`config.mk`:
```
export PLATFORM = sky130hd
export DESIGN_NAME = piso_shift_tx_flat
export DESIGN_NICKNAME = d
export VERILOG_FILES = /design/src/rtl/piso_shift_tx_if.sv /design/src/rtl/piso_shift_tx.sv /design/src/flat_wrapper.sv
export SDC_FILE = /design/constraint.sdc
export NUM_CORES = 1
export LEC_CHECK = 0
export ABC_AREA = 1
export CORE_AREA = 2 2 39 41
export DETAILED_ROUTE_END_ITERATION = 8
export DIE_AREA = 0 0 41 43
export DONT_BUFFER_PORTS = 1
export HOLD_SLACK_MARGIN = 0.12
export PLACE_DENSITY = 0.74
export SYNTH_ARGS = -nofsm -noshare
export SYNTH_HDL_FRONTEND = slang
export SYNTH_SLANG_ARGS = --single-unit
```
`constraint.sdc`:
```
create_clock -name clk -period 1.55 [get_ports clk]
set_clock_uncertainty 0.05 [all_clocks]
set_input_delay 0.31 -clock clk [delete_from_list [all_inputs] [get_ports clk]]
set_output_delay 0.31 -clock clk [all_outputs]
set_load 0.05 [all_outputs]
```
`src/rtl/piso_shift_tx_if.sv`:
```
// rtl/piso_shift_tx_if.sv - load port and serial output bundle for piso_shift_tx
interface piso_shift_tx_if #(
  parameter int WIDTH = 8
);
  logic             load_valid;
  logic             load_ready;
  logic [WIDTH-1:0] data_in;
  logic             ser_out;
  logic             ser_valid;
  logic             frame_start;
  logic             done;

  modport master (
    output load_valid, data_in,
    input  load_ready, ser_out, ser_valid, frame_start, done
  );

  modport slave (
    input  load_valid, data_in,
    output load_ready, ser_out, ser_valid, frame_start, done
  );
endinterface

```
`src/rtl/piso_shift_tx.sv`:
```
// rtl/piso_shift_tx.sv - parallel-in/serial-out transmitter, one bit per clk
// Optional even-parity trailer bit enabled by defining PISO_PARITY_EN.
module piso_shift_tx #(
  parameter int WIDTH     = 8,
  parameter bit MSB_FIRST = 1'b1
) (
  input  logic            clk,
  input  logic            rst,
  piso_shift_tx_if.slave  bus
);

  localparam int CW      = $clog2(WIDTH + 1);
  localparam int SER_POS = MSB_FIRST ? WIDTH - 1 : 0;
  localparam logic [CW-1:0] LAST_CNT = CW'(WIDTH - 1);

`ifdef PISO_PARITY_EN
  typedef enum logic [1:0] {IDLE = 2'd0, SHIFT = 2'd1, PAR = 2'd2} state_t;
`else
  typedef enum logic [1:0] {IDLE = 2'd0, SHIFT = 2'd1} state_t;
`endif

  state_t           state, state_n;
  logic [CW-1:0]    count, count_n;
  logic [WIDTH-1:0] shreg, shreg_n;
  logic             last;
  logic             ready_c;
  logic             accept;
`ifdef PISO_PARITY_EN
  logic             parity_q;
`endif

  // The outgoing bit always sits at SER_POS of shreg, so ser_out is a plain register bit.
  always_ff @(posedge clk or posedge rst) begin
    if (rst) begin
      state <= IDLE;
      count <= '0;
      shreg <= '0;
`ifdef PISO_PARITY_EN
      parity_q <= 1'b0;
`endif
    end else begin
      state <= state_n;
      count <= count_n;
      shreg <= shreg_n;
`ifdef PISO_PARITY_EN
      if (accept) parity_q <= ^bus.data_in;
`endif
    end
  end

  always_comb begin
    state_n = state;
    count_n = count;
    shreg_n = shreg;
    last    = 1'b0;

    case (state)
      SHIFT: begin
        if (count == LAST_CNT) begin
`ifdef PISO_PARITY_EN
          state_n          = PAR;
          shreg_n          = '0;
          shreg_n[SER_POS] = parity_q;
`else
          last = 1'b1;
`endif
        end else begin
          count_n = count + CW'(1);
          shreg_n = MSB_FIRST ? {shreg[WIDTH-2:0], 1'b0} : {1'b0, shreg[WIDTH-1:1]};
        end
      end
`ifdef PISO_PARITY_EN
      PAR: last = 1'b1;
`endif
      default: ;
    endcase

    ready_c = (state == IDLE) || last;
    accept  = bus.load_valid && ready_c;

    // End of frame clears the shifter so ser_out idles low; a same-cycle load overrides.
    if (last) begin
      state_n = IDLE;
      shreg_n = '0;
    end
    if (accept) begin
      state_n = SHIFT;
      shreg_n = bus.data_in;
      count_n = '0;
    end
  end

  assign bus.load_ready  = !rst && ready_c;
  assign bus.ser_out     = shreg[SER_POS];
  assign bus.ser_valid   = (state != IDLE);
  assign bus.frame_start = (state == SHIFT) && (count == '0);
  assign bus.done        = last;

endmodule

```
`src/flat_wrapper.sv`:
```
// flat-port wrapper written by rule: the top's interface ports become plain ports
module piso_shift_tx_flat 
#(
  parameter int WIDTH     = 8,
  parameter bit MSB_FIRST = 1'b1
)
  (clk, rst, bus_load_valid, bus_data_in, bus_load_ready, bus_ser_out, bus_ser_valid, bus_frame_start, bus_done);
  piso_shift_tx_if #(.WIDTH(WIDTH)) bus_i ();
  input  logic clk;
  input  logic rst;
  input wire logic [$bits(bus_i.load_valid)-1:0] bus_load_valid;
  input wire logic [$bits(bus_i.data_in)-1:0] bus_data_in;
  output wire logic [$bits(bus_i.load_ready)-1:0] bus_load_ready;
  output wire logic [$bits(bus_i.ser_out)-1:0] bus_ser_out;
  output wire logic [$bits(bus_i.ser_valid)-1:0] bus_ser_valid;
  output wire logic [$bits(bus_i.frame_start)-1:0] bus_frame_start;
  output wire logic [$bits(bus_i.done)-1:0] bus_done;
  assign bus_i.load_valid = bus_load_valid;
  assign bus_i.data_in = bus_data_in;
  assign bus_load_ready = bus_i.load_ready;
  assign bus_ser_out = bus_i.ser_out;
  assign bus_ser_valid = bus_i.ser_valid;
  assign bus_frame_start = bus_i.frame_start;
  assign bus_done = bus_i.done;
  piso_shift_tx #(.WIDTH(WIDTH), .MSB_FIRST(MSB_FIRST)) u_core (.clk(clk), .rst(rst), .bus(bus_i));
endmodule
```
==> Word level (Yosys, flattened, before mapping) <==
Index checks and enable logic that the tools add are counted.
{ "totals": {"elab_cells": 32, "reg_bits": 14, "output_inout_bits": 5} }
{ "classes": {"mux": 11, "n_addsub": 1, "n_reduce_logical": 13, "n_eq_ne": 4} }
{ "op_table": {"columns": ["op", "count"], "rows": [
  ["$mux W8", 4],
  ["$mux W4", 3],
  ["$reduce_bool A2 Y1", 3],
  ["$add A4 B1 Y4 const B", 1],
  ["$eq A4 B3 Y1 const B", 1],
  ["$logic_not A4 Y1", 1],
  ["$mux W2", 2],
  ["$reduce_and A2 Y1", 2],
  ["$logic_and A1 B1 Y1", 3],
  ["$ne A3 B2 Y1 const B", 1],
  ["$reduce_bool A3 Y1", 1],
  ["$eq A2 B1 Y1 const B", 1],
  ["$logic_not A2 Y1", 1],
  ["$mux W1", 2],
  ["$ne A2 B1 Y1 const B", 1],
  ["$logic_not A1 Y1", 1],
  ["$logic_or A1 B1 Y1", 1]
]} }

==> Longest topological paths before layout <==
{ "logic_depth": {"ltp_word": 7, "depth_mapped": 8} }

==> Worst setup path after synthesis <==
No wires, ideal clock.
{ "synth_path": {"path_kind": "reg2out", "startpoint": "reg u_core.state[0]", "endpoint": "out bus_frame_start", "n_path_buf": 1, "stages_incl_launch_ff": 4, "arrival_time_ns": 1.963, "required_time_ns": 1.190, "slack_ns": -0.773, "cell_sequence": "dfrtp_1 -> buf_4 -> nand2_1 -> nor3_1"} }
{ "synth_via": {"elab_chain_cells": 2} }
{ "synth_lines": {"columns": ["item", "line", "rtl"], "rows": [
  ["start, declared", "piso_shift_tx.sv:22", "state_t state, state_n;"],
  ["start signal, assigned", "piso_shift_tx.sv:42", "state <= state_n;"],
  ["$eq A2 B1 Y1", "piso_shift_tx.sv:96", "assign bus.frame_start = (state == SHIFT) && (count == '0);"],
  ["$logic_and A1 B1 Y1", "piso_shift_tx.sv:96", null],
  ["end, declared", "flat_wrapper.sv:16", "output wire logic [$bits(bus_i.frame_start)-1:0] bus_frame_start;"]
]} }
No other way between the ends.

==> Worst setup path in the final report <==
{ "layout_path": {"startpoint": "reg u_core.count[1]", "endpoint": "out bus_frame_start"} }
{ "layout_via": {"elab_chain_cells": 2} }
{ "layout_lines": {"columns": ["item", "line", "rtl"], "rows": [
  ["start, declared", "piso_shift_tx.sv:23", "logic [CW-1:0] count, count_n;"],
  ["start signal, assigned", "piso_shift_tx.sv:43", "count <= count_n;"],
  ["$logic_not A4 Y1", "piso_shift_tx.sv:96", null],
  ["$logic_and A1 B1 Y1", "piso_shift_tx.sv:96", null]
]} }
No other way between the ends.

==> results.md <==
* Status: complete, but fails checks
* Failing checks: negative setup slack
* RSZ-0062 raised after global routing: true
* Root Buffer: clkbuf_4
* Worst Hold Margin at 0.121 ns
* First-pass GRT wire length at 2520 µm
* Area delta synth->final at 32.4%
* Pleak at 0.000497 µW
* Critical Path RT at 1.19 ns
* Setup WS post-layout at -0.164 ns
* Crit path to: bus_frame_start
* Nets at 126
* Final setup viols at 3
* Maxcap violations at 0
* Vias per inst at 5.22
* Synthesized instance count at 95
* CP max FO at 3
* Die area at 1760 µm²
* Setup CP Type: reg2out
* Largest net degree at the start of global routing at 15
* Port bufs at 0
* Syn avg cell area at 7.81 µm²
* H-tree depth at 1
* Crit-path cells: inv_2, ha_4, nand2_4, nor3_4, buf_12
* R2r setup slk at 0.15 ns
* DRT Pass-1 Iters at 4
* Hold Fails Final Rpt at 0
* Synth unique cells at 17
* Later-pin clock latency in the skew report at 0.29 ns
* Clock buffer count from CTS at 3
* Worst Setup Start Kind: flip-flop
* CTS max path bufs at 2
* Top cells by area, synth: dfrtp_1 (44%), nand3_1 (12%), nand2_1 (8.6%)
* Crit path buffers/inverters at 2
* Final antenna-violating net count at 0
* Initial Util at 53.6%
* # clock sinks at 13
* # rows at 14
* Die Width at 41 µm
* Die Ht at 43 µm
* Crit-path max cell delay at 0.43 ns
* Critical path capture point type: output port
* DRC viols at 0
* Routability-driven placement congestion ratio at 0.803
* Gr usage total at 22.0%
* FF-to-FF End: u_core.count[3]$_DFFE_PP0P_
* Critical path depth in cells at 5
* Fin Setup TNS at -0.395 ns
* Final period util at 111%
* CP max-delay cell: dfrtp_1
* Number of top-level pins at 16
* Core area at 1380 µm²
* Hold Path Class: in2reg
* Share of cells above drive strength 1 at 26.8%
* Met2 usage at 32.2%
* Antenna diodes at 0
* Initial DRC count at 10
* Worst setup startpoint: u_core.count[1]$_DFFE_PP0P_
* Flop and latch count out of synthesis at 13
* Reg2Reg Depth at 8
* Top cell type's share of synthesized area at 43.8%
* Hold depth at 2
* Syn nets at 108
* DP HPWL at 1010 µm
* Vias in the first global route at 599
* Power Density at 1880 nW/µm²
* Seq/Total Area, Yosys at 43.8%
* Commonest cells after routing, fill and taps aside: nand3_1 (18), nand2_1 (16), inv_1 (13)
* Gr ovfl total at 0
* Biggest area consumer among synthesized cells: dfrtp_1
* Most Crowded Layer GR: met2
* Peak VDD IR at 0.00136 V
* CP delay by family, top: flip-flops
* Arrival time at the worst endpoint at 1.35 ns
* Worst slew margin at 67.1%
* RR Startpoint: u_core.count[0]$_DFFE_PP0P_
* F_max at 583 MHz
* Initial antenna violation count at 0
* Worst-path clk slew at 0.08 ns
* Drt wl/cell at 12.9 µm
* Routed wire length at 1650 µm
* Routed vias at 668
* Final min period at 1.71 ns
* Met1 Track Usage GR at 28.1%
* Post-Synthesis Cell Area at 742 µm²
* Worst-Margin Slew at 0.494 ns
* Number of synthesis warnings at 0
* CTS tree: built
* Met3 Use GR at 4.71%
* Max-slew violation count at 0
* Most common cell after layout, fill and taps aside: nand3_1
[repair_timing]
item                       CTS  global route
hold endpoints to repair    14             0
setup buffers                4             3
setup endpoints to repair    3             3
resized for setup            2             5
hold buffers                 3             0
pin swaps                    4             2
[registers in the layout, summed over array words and instances, names as in the netlist]
name          count
u_core.state      1
u_core.shreg      8
u_core.count      4
[worst min path at each step]
stage / from / end / slack (ns)
2_1_floorplan: rst / u_core.count[0]$_DFFE_PP0P_ / 0.14
3_3_place_gp: rst / u_core.count[1]$_DFFE_PP0P_ / 0.20
3_5_place_dp: rst / u_core.count[1]$_DFFE_PP0P_ / 0.21
4_1_cts: bus_data_in[2] / u_core.shreg[2]$_DFFE_PP0P_ / 0.13
5_1_grt: bus_data_in[2] / u_core.shreg[2]$_DFFE_PP0P_ / 0.12
6_report: bus_data_in[5] / u_core.shreg[5]$_DFFE_PP0P_ / 0.12
[through the flow]
stage	util [%]	instance area, µm²	power, µW	worst slack (ns)	instances
after floorplan	-	778	1250	-0.0480	95
after global placement	60.9	843	1420	0.126	114
after detailed placement	60.9	843	1450	0.0968	114
after CTS	67.9	940	1750	-0.147	125
after global routing	71.0	982	1990	-0.214	128
final	71.0	982	1850	-0.164	128
[per-layer routing]
metal	wire (µm)	vias up
met3	71	5
met4	46	0
met5	0	-
met2	831	17
met1	699	315
li1	-	331
[kinds of logic (layout without fill, tap and decap cells)]
family	after synthesis	after routing	synth area share, %
adders and majority gates	2	2	3.37
buffers and inverters	20	37	13.7
and+or+nand+nor	49	49	31.2
DFF	13	13	43.8
AOI/OAI and AO/OA	10	10	6.74
xor gates and xnor gates	1	1	1.18
[power breakdown]
| group | switching [µW] | internal (µW) |
|---|---|---|
| clock network | 120 | 100 |
| registers | 172 | 477 |
| logic | 525 | 456 |
| total | 817 | 1030 |
[cell type report]
class / instances / area (µm²)
repair buffers: 17 / 173
clock buffers: 4 / 26.3
inverters: 16 / 62.6
well taps: 16 / 20.0
multi-input cells: 62 / 374
flip-flops and latches: 13 / 327
fillers: 101 / 402
[cells in the mapped netlist]
cell and n:
inv_1 16, nor2_1 10, xnor2_1 1, nor3_1 1, ha_1 2, clkbuf_8 1
nand3_4 1, nand3_1 18, nand2_2 1, nand2_4 1, dfrtp_1 13, buf_8 1
nand2_1 17, buf_4 1, buf_2 1, a21oi_1 7, o21ai_0 3
(Power assumes the default switching activity.)
